<file path="config.mk">
export PLATFORM = sky130hd
export DESIGN_NAME = instr_fetch_unit_flat
export DESIGN_NICKNAME = d
export VERILOG_FILES = /design/src/rtl/fetch_pkg.sv /design/src/rtl/instr_fetch_unit_if.sv /design/src/rtl/fetch_fifo2.sv /design/src/rtl/instr_fetch_unit.sv /design/src/flat_wrapper.sv
export SDC_FILE = /design/constraint.sdc
export NUM_CORES = 1
export LEC_CHECK = 0
export ABC_AREA = 1
export ABC_CLOCK_PERIOD_IN_PS = 3860
export CAP_MARGIN = 20
export CORE_MARGIN = 2
export CORE_UTILIZATION = 52
export DETAILED_ROUTE_END_ITERATION = 16
export HOLD_SLACK_MARGIN = 0.1
export PLACE_DENSITY = 0.8
export SETUP_SLACK_MARGIN = 0.02
export SYNTH_ARGS = -nofsm -noshare
export SYNTH_HDL_FRONTEND = slang
export SYNTH_HIERARCHICAL = 1
export SYNTH_SLANG_ARGS = --single-unit
</file>
<file path="constraint.sdc">
create_clock -name clk -period 3.86 [get_ports clk]
set_clock_uncertainty 0.1 [all_clocks]
set_input_delay 0.772 -clock clk [delete_from_list [all_inputs] [get_ports clk]]
set_output_delay 0.772 -clock clk [all_outputs]
set_load 0.01 [all_outputs]
</file>
<file path="src/rtl/fetch_pkg.sv">
// Shared widths and entry type for the instruction fetch slice.
package fetch_pkg;

  localparam int ADDR_W  = 32;
  localparam int INSTR_W = 32;

  localparam logic [ADDR_W-1:0] PC_STEP = ADDR_W'(4);

  typedef struct packed {
    logic [ADDR_W-1:0]  pc;
    logic [INSTR_W-1:0] instr;
  } fetch_entry_t;

endpackage

</file>
<file path="src/rtl/instr_fetch_unit_if.sv">
// Fetch unit bus: instruction-memory read port, execute redirect and decode handshake.
interface instr_fetch_unit_if;
  import fetch_pkg::*;

  logic [ADDR_W-1:0]  i_mem_a;
  logic               i_mem_en;
  logic [INSTR_W-1:0] i_mem_v;
  logic               redirect_valid;
  logic [ADDR_W-1:0]  redirect_pc;
  logic               f_valid;
  logic               f_ready;
  logic [ADDR_W-1:0]  f_pc;
  logic [INSTR_W-1:0] f_instr;
  logic               fault;

  modport master (
    output i_mem_a, i_mem_en, f_valid, f_pc, f_instr, fault,
    input  i_mem_v, redirect_valid, redirect_pc, f_ready
  );

  modport slave (
    input  i_mem_a, i_mem_en, f_valid, f_pc, f_instr, fault,
    output i_mem_v, redirect_valid, redirect_pc, f_ready
  );

endinterface

</file>
<file path="src/rtl/fetch_fifo2.sv">
// Two-entry queue of fetched {pc, instr} pairs; flush empties it and wins over push/pop.
module fetch_fifo2
  import fetch_pkg::*;
(
  input  logic         clk,
  input  logic         rst,
  input  logic         flush,
  input  logic         push,
  input  fetch_entry_t push_entry,
  input  logic         pop,
  output fetch_entry_t head,
  output logic         valid,
  output logic [1:0]   occ
);

  fetch_entry_t mem_q [2];
  logic         wr_ptr;
  logic         rd_ptr;
  logic [1:0]   count;
  logic         pop_ok;
  logic         push_ok;

  assign pop_ok  = pop && (count != 2'd0) && !flush;
  assign push_ok = push && ((count != 2'd2) || pop_ok) && !flush;

  always_ff @(posedge clk or posedge rst) begin
    if (rst) begin
      wr_ptr <= 1'b0;
      rd_ptr <= 1'b0;
      count  <= 2'd0;
    end else if (flush) begin
      wr_ptr <= 1'b0;
      rd_ptr <= 1'b0;
      count  <= 2'd0;
    end else begin
      if (push_ok) wr_ptr <= ~wr_ptr;
      if (pop_ok)  rd_ptr <= ~rd_ptr;
      count <= count + 2'(push_ok) - 2'(pop_ok);
    end
  end

  always_ff @(posedge clk) begin
    if (push_ok) mem_q[wr_ptr] <= push_entry;
  end

  assign head  = mem_q[rd_ptr];
  assign valid = (count != 2'd0);
  assign occ   = count;

endmodule

</file>
<file path="src/rtl/instr_fetch_unit.sv">
// Instruction fetch stage: PC, memory read request, 2-deep queue toward decode.
// Optional misaligned-redirect trap enabled by defining FETCH_MISALIGN_TRAP_EN.
module instr_fetch_unit
  import fetch_pkg::*;
#(
  parameter logic [ADDR_W-1:0] RESET_PC = '0
) (
  input logic                clk,
  input logic                rst,
  instr_fetch_unit_if.master bus
);

  logic [ADDR_W-1:0] pc_p0;
  logic [ADDR_W-1:0] req_pc_p1;
  logic              inflight_p1;
  logic              fault_q;
  logic              halted;
  logic [ADDR_W-1:0] redirect_target;
  logic              issue;
  logic              push;
  logic              pop;
  logic              fifo_valid;
  logic [1:0]        occ;
  logic [2:0]        pending;
  fetch_entry_t      push_entry;
  fetch_entry_t      head;

`ifdef FETCH_MISALIGN_TRAP_EN
  logic misalign;

  assign misalign        = bus.redirect_valid && (bus.redirect_pc[1:0] != 2'b00);
  assign redirect_target = bus.redirect_pc;

  always_ff @(posedge clk or posedge rst) begin
    if (rst)           fault_q <= 1'b0;
    else if (misalign) fault_q <= 1'b1;
  end
`else
  assign redirect_target = bus.redirect_pc & ~ADDR_W'(3);
  assign fault_q         = 1'b0;
`endif

  assign halted = fault_q;
  assign pop    = fifo_valid && bus.f_ready;

  // Slots already claimed once this cycle's pop leaves; never below zero since pop implies occ>0.
  assign pending = {1'b0, occ} + {2'b0, inflight_p1} - {2'b0, pop};
  assign issue   = !rst && !halted && !bus.redirect_valid && (pending < 3'd2);

  // Stage p0: program counter and request issue
  always_ff @(posedge clk or posedge rst) begin
    if (rst) begin
      pc_p0       <= RESET_PC;
      inflight_p1 <= 1'b0;
    end else begin
      inflight_p1 <= issue;
      if (bus.redirect_valid) pc_p0 <= redirect_target;
      else if (issue)         pc_p0 <= pc_p0 + PC_STEP;
    end
  end

  always_ff @(posedge clk) begin
    if (issue) req_pc_p1 <= pc_p0;
  end

  // Stage p1: response capture; a response landing in a redirect cycle is stale
  assign push       = inflight_p1 && !bus.redirect_valid;
  assign push_entry = '{pc: req_pc_p1, instr: bus.i_mem_v};

  fetch_fifo2 u_fifo (
    .clk        (clk),
    .rst        (rst),
    .flush      (bus.redirect_valid),
    .push       (push),
    .push_entry (push_entry),
    .pop        (pop),
    .head       (head),
    .valid      (fifo_valid),
    .occ        (occ)
  );

  assign bus.i_mem_a  = pc_p0;
  assign bus.i_mem_en = issue;
  assign bus.f_valid  = fifo_valid;
  assign bus.f_pc     = fifo_valid ? head.pc : '0;
  assign bus.f_instr  = fifo_valid ? head.instr : '0;
  assign bus.fault    = fault_q;

endmodule

</file>
<file path="src/flat_wrapper.sv">
// flat-port wrapper written by rule: the top's interface ports become plain ports
module instr_fetch_unit_flat import fetch_pkg::*;
#(
  parameter logic [ADDR_W-1:0] RESET_PC = '0
)
  (clk, rst, bus_i_mem_a, bus_i_mem_en, bus_f_valid, bus_f_pc, bus_f_instr, bus_fault, bus_i_mem_v, bus_redirect_valid, bus_redirect_pc, bus_f_ready);
  instr_fetch_unit_if bus_i ();
  input logic clk;
  input logic rst;
  output wire logic [$bits(bus_i.i_mem_a)-1:0] bus_i_mem_a;
  output wire logic [$bits(bus_i.i_mem_en)-1:0] bus_i_mem_en;
  output wire logic [$bits(bus_i.f_valid)-1:0] bus_f_valid;
  output wire logic [$bits(bus_i.f_pc)-1:0] bus_f_pc;
  output wire logic [$bits(bus_i.f_instr)-1:0] bus_f_instr;
  output wire logic [$bits(bus_i.fault)-1:0] bus_fault;
  input wire logic [$bits(bus_i.i_mem_v)-1:0] bus_i_mem_v;
  input wire logic [$bits(bus_i.redirect_valid)-1:0] bus_redirect_valid;
  input wire logic [$bits(bus_i.redirect_pc)-1:0] bus_redirect_pc;
  input wire logic [$bits(bus_i.f_ready)-1:0] bus_f_ready;
  assign bus_i_mem_a = bus_i.i_mem_a;
  assign bus_i_mem_en = bus_i.i_mem_en;
  assign bus_f_valid = bus_i.f_valid;
  assign bus_f_pc = bus_i.f_pc;
  assign bus_f_instr = bus_i.f_instr;
  assign bus_fault = bus_i.fault;
  assign bus_i.i_mem_v = bus_i_mem_v;
  assign bus_i.redirect_valid = bus_redirect_valid;
  assign bus_i.redirect_pc = bus_redirect_pc;
  assign bus_i.f_ready = bus_f_ready;
  instr_fetch_unit #(.RESET_PC(RESET_PC)) u_core (.clk(clk), .rst(rst), .bus(bus_i));
endmodule
</file>
[After elaboration in Yosys (flattened, before gate mapping)]
Memory sizes are Yosys's and may differ from the RTL's.
Cells that the tools add are included.
Operators by class
  reduce and logical (&&, ||, !) cells: 15
  mux-type cells: 11
  $lt $le $gt $ge: 1
  eq/ne operators: 1
  bitwise logic cells: 2
  add/subtract/negate cells: 5
Operators by type and width (count)
  2-to-1 mux 32 bit: 4
  adder 32 x 3 -> 32 bit, second input constant: 1
  logical AND 1 bit: 8
  nonzero test 2 bit: 4
  2-to-1 mux 1 bit: 6
  adder 2 x 1 -> 3 bit: 1
  less-than comparator 3 x 2 -> 1 bit, second input constant: 1
  subtractor 3 x 1 -> 3 bit: 1
  adder 2 x 1 -> 2 bit: 1
  logical NOT 1 bit: 2
  2-to-1 mux 2 bit: 1
  inequality test 2 bit, second input constant: 1
  inverter 1 bit: 2
  subtractor 2 x 1 -> 2 bit: 1
  logical OR 1 bit: 1
Word-level totals
  output and inout port bits: 99
  word-level logic and storage cells: 42
  input bits: 68
  memories: 1
  flip-flop bits (word level): 69
  RAM bits: 128
Memories
  u_core.u_fifo.mem_q: depth 2, bits a word 64, rd ports 1, clocked after Yosys merged registers in 0, wr ports 1, line fetch_fifo2.sv:16  | fetch_entry_t mem_q [2];

[Longest topological paths before layout]
Gate-level depths: netlist of run 1.
  depth after elaboration: 10
  depth in mapped cells: 17
  mapped depth without buffers: 14

[Modules after synthesis]
Netlist of run 1, hierarchy kept.
By module, submodules not included
  fetch_fifo2: instances 1, seq. area each 3943.8 um^2, cells an instance 368, area an instance 4936.0 um^2
  instr_fetch_unit: instances 1, seq. area each 1676.6 um^2, cells an instance 552, area an instance 3822.4 um^2

[Least setup slack after synthesis of run 1]
Ideal clock, no wire load.
  kind: register to output
  from: reg u_core.u_fifo.count[1], in the netlist u_core/u_fifo/occ[1]
  to: out bus_i_mem_en
  setup slack: 234 ps
  path buffers: 2
  arrival time: 2754 ps
  stages on the path, launching flop included: 12
  required time: 2988 ps
  path through: dfrtp_1 -> inv_2 -> nand2_4 -> clkbuf_1 -> nand2_1 -> inv_1 -> ha_1 -> or2_2 -> fa_1 -> inv_1 -> nor3_2 -> buf_4
On the way
  longest elaborated chain between the ends: 5
  elaborated cells between the ends (all ways): 6
  those cells by class: add/sub: 2; order compare: 1; reduce/logical: 3
Ends and longest elaborated chain
  from (decl): line fetch_fifo2.sv:19  | logic [1:0] count;
  from (signal assigned): line fetch_fifo2.sv:38  | count <= count + 2'(push_ok) - 2'(pop_ok);
  nonzero test 2 bit: line fetch_fifo2.sv:47  | assign valid = (count != 2'd0);
  named net bus_f_valid: line flat_wrapper.sv:12  | output wire logic [$bits(bus_i.f_valid)-1:0] bus_f_valid;
  logical AND 1 bit: line instr_fetch_unit.sv:44  | assign pop = fifo_valid && bus.f_ready;
  named net u_core.pop: line instr_fetch_unit.sv:21  | logic pop;
  subtractor 3 x 1 -> 3 bit: line instr_fetch_unit.sv:47  | assign pending = {1'b0, occ} + {2'b0, inflight_p1} - {2'b0, pop};
  less-than comparator 3 x 2 -> 1 bit: line instr_fetch_unit.sv:48  | assign issue = !rst && !halted && !bus.redirect_valid && (pending < 3'd2);
  logical AND 1 bit: line instr_fetch_unit.sv:48
  to (decl): line flat_wrapper.sv:11  | output wire logic [$bits(bus_i.i_mem_en)-1:0] bus_i_mem_en;
The timed path passes the listed nets, and every way through them passes these cells.

[Worst setup path after layout of run 1]
  from: in bus_f_ready
  to: out bus_i_mem_en
On the way
  longest elaborated chain between the ends: 4
Ends and longest elaborated chain
  from (decl): line flat_wrapper.sv:19  | input wire logic [$bits(bus_i.f_ready)-1:0] bus_f_ready;
  logical AND 1 bit: line instr_fetch_unit.sv:44
  named net u_core.pop: line instr_fetch_unit.sv:21
  subtractor 3 x 1 -> 3 bit: line instr_fetch_unit.sv:47
  less-than comparator 3 x 2 -> 1 bit: line instr_fetch_unit.sv:48
  logical AND 1 bit: line instr_fetch_unit.sv:48
The timed path passes the listed nets, and every way through them passes these cells.

==> results of run 1 <==
registers in the layout (all words and copies together) (netlist names):
name	flops
u_core/bus.i_mem_a	30
u_core/u_fifo/wr_ptr	1
u_core/u_fifo/mem_q	128
u_core/u_fifo/rd_ptr	1
u_core/u_fifo/occ	2
u_core/req_pc_p1	30
u_core/inflight_p1	1
per-stage QoR:
step	TNS [ns]	cell area [um2]	setup slack, ns	std cells
final	0	11200	0.162	1315
after global routing	0	11200	0.0477	1315
after detailed placement	-0.721	10600	-0.261	1283
after global placement	-0.630	10600	-0.266	1283
after CTS	0	11200	0.0354	1315
after floorplan	0	8780	0.234	926
power breakdown:
part           leakage [nW]  internal (W)  switching [W]
combinational          2.81      0.000240       0.000242
clock                 0.288       0.00104       0.000731
sequential             1.86       0.00236       0.000103
total                  4.96       0.00364        0.00108
per-layer routing:
metal | vias to the layer above | track usage | routed length [um]
met5 | - | 0 | 0
met2 | 204 | 0.364 | 9060
met4 | 0 | 0.0757 | 303
li1 | 3215 | - | -
met3 | 26 | 0.0540 | 1250
met1 | 2963 | 0.266 | 7790
repair_timing:
| item | in CTS | in global routing |
|---|---|---|
| endpoints found under the setup margin | 1 | 1 |
| cloned | 0 | 0 |
| hold endpoints to repair | 0 | 0 |
| gates resized for setup | 2 | 1 |
layout make-up:
class | count | area, um2 | area share
Clock buffer | 21 | 450 | 0.0402
Clock inverter | 11 | 154 | 0.0137
Inverter | 118 | 448 | 0.0400
Multi-Input combinational cell | 579 | 2510 | 0.224
Sequential cell | 193 | 5620 | 0.502
Tap cell | 220 | 275 | 0.0246
Timing Repair Buffer | 173 | 1750 | 0.156
cells in the mapped netlist, types with 6 or more instances:
cell type and count:
o21bai_1 7, buf_4 15, edfxtp_1 158, buf_2 7, clkbuf_1 12, nor2_1 38
nand2_1 408, nand3_1 78, nor2_2 6, inv_1 114, dfrtp_1 35
logic make-up after synthesis:
kind of cell / count (synthesis)
mux: 1
flops: 193
compound gates: 10
fa+ha+maj: 5
simple gates: 548
xor+xnor: 8
other cells: 1
buf+inv: 154
final timing paths:
check,from,endpoint
setup / recovery,bus_f_ready,bus_i_mem_en
setup reg to reg,u_core/u_fifo/occ[1],u_core/bus.i_mem_a[5]
max in group asynchronous,rst,u_core/bus.i_mem_a[11]
min in group asynchronous,rst,u_core/u_fifo/rd_ptr
hold / removal,u_core/req_pc_p1[25],u_core/u_fifo/mem_q[1][57]
hold reg to reg,u_core/req_pc_p1[25],u_core/u_fifo/mem_q[1][57]
==> results.sh, run 1 <==
export IMPL_synth_area_leaders="edfxtp_1 (54%), nand2_1 (17%), dfrtp_1 (10%)"
export IMPL_drv_cap=0
export IMPL_via_count=6408
export IMPL_grt_overflow=0
export IMPL_routed_wl_mm=18.4
export IMPL_slew_violations=0
export IMPL_yosys_register_bits=193
export IMPL_synth_cells=920
export IMPL_total_power_w=0.00472
export IMPL_drc=0
export IMPL_synthAdderAreaFrac=0.00800
export IMPL_finish_net_count=1155
export IMPL_final_cell_mix="nand2_1 (408), clkdlybuf4s50_1 (160), edfxtp_1 (158)"
export IMPL_core_um2=16500
export IMPL_cts_hold_buf=0
export IMPL_cts_buffers=17
export IMPL_hpwlAfterDp_mm=12.0
export IMPL_ys_flop_type="edfxtp_1"
export IMPL_synth_mux_area_frac=0.00114
export IMPL_setup_viol=0
export IMPL_critPathBufInv=4
export IMPL_chipWidth_um=134
export IMPL_root_buffer="clkbuf_16"
export IMPL_yosysUniqueCellTypes=33
export IMPL_crit_path_start_kind="input pin"
export IMPL_area_growth_pct=27.9
export IMPL_antenna_left=0
export IMPL_final_common_cell="nand2_1"
export IMPL_post_cts_buffers=0
export IMPL_io_pins=167
export IMPL_synth_xor_area_frac=0.00800
export IMPL_route_detailed_wl_per_inst_um=14.0
export IMPL_cts_reportedPaths_clkPinSlew_ns=0.07
export IMPL_crit_cells=9
export IMPL_grt_pass1_vias=6213
export IMPL_grt_pass1_wl_mm=29.7
export IMPL_gp_congestion=0.839
export IMPL_antenna_cells=0
export IMPL_cp_slowest_cell="fa_1"
export IMPL_drtIter0Drc=388
export IMPL_fin_worst_hold_slack_ns=0.341
export IMPL_ir_worst_vdd_uv=315
export IMPL_yosysTopAreaCell="edfxtp_1"
export IMPL_die_area_um2=17900
export IMPL_yosysTopAreaCellShare=0.542
export IMPL_critical_path_top_delay_family="buffers and inverters"
export IMPL_required_ns=2.99
export IMPL_cts_tree="done"
export IMPL_synth_compound_area_frac=0.00771
export IMPL_drive_above_1_share=0.0612
export IMPL_synth_top_family_by_area="simple AND/OR/NAND/NOR gates"
export IMPL_num_rows=47
export IMPL_cp_max_fo=2
export IMPL_min_path_cells=0
export IMPL_grt_max_degree=68
export IMPL_nFillCells=1263
export IMPL_finalCoreUtilization=0.678
export IMPL_fin_crit_ns=3.70
export IMPL_cp_end_kind="primary output"
export IMPL_antenna_found_initial=0
export IMPL_outcome="finished, final reports clean"
export IMPL_portBuffers=161
export IMPL_synthSimpleGateAreaFrac=0.257
export IMPL_clock_fmax_ghz=0.270
export IMPL_relSlewSlack=0.513
export IMPL_yosys_warnings=6
export IMPL_hp_class="register to register"
export IMPL_die_y_um=134
export IMPL_ctsLongestPathBuffers=2
export IMPL_criticalPathCategory="input pin to primary output"
export IMPL_gr_usage_all_layers=0.214
export IMPL_yosysSeqAreaShare=0.642
export IMPL_leakage_nw=4.96
export IMPL_drt_vias_per_instance=4.87
export IMPL_worst_r2r_path_depth=13
export IMPL_p_per_area_nw_per_um2=421
export IMPL_ys_async_sr_fraction=0.181
export IMPL_rsz0062_at_grt="false"
export IMPL_cts_sinks=193
export IMPL_r2r_slack_ns=0.54
export IMPL_synth_edf_count=158
export IMPL_initial_core_util=0.530
export IMPL_drt_first_pass_iters=5
export IMPL_htreeDepth=4
export IMPL_cp_slowest_stage_delay_ns=0.49
export IMPL_tightest_slew_ns=0.731
export IMPL_cp_arrival_ns=2.83
export IMPL_worst_path_most_repeated_cell="inv_1"
export IMPL_synth_area_per_cell_um2=9.52
export IMPL_insertion_delay_ns=0.42
export IMPL_fin_crit_sh=0.958
export IMPL_crit_path_cell_trace="clkdlybuf4s50_1 -> nand2_1 -> inv_1 -> ha_1 -> or2_2 -> fa_1 -> inv_1 -> nor3_4 -> clkbuf_2"
export IMPL_final_hold_violation_count=0
export IMPL_synthesis_area_um2=8760
Note: power is estimated with default switching activity, not from simulation.
==> inputs of run 2 (changes only) <==
--- a/config.mk
+++ b/config.mk
@@ -18,3 +18,4 @@
 export SYNTH_HDL_FRONTEND = slang
 export SYNTH_HIERARCHICAL = 1
 export SYNTH_SLANG_ARGS = --single-unit
+export TNS_END_PERCENT = 10
==> results of run 2 <==
Same layout as run 1: the final DEF is identical, and so are final timing and power.
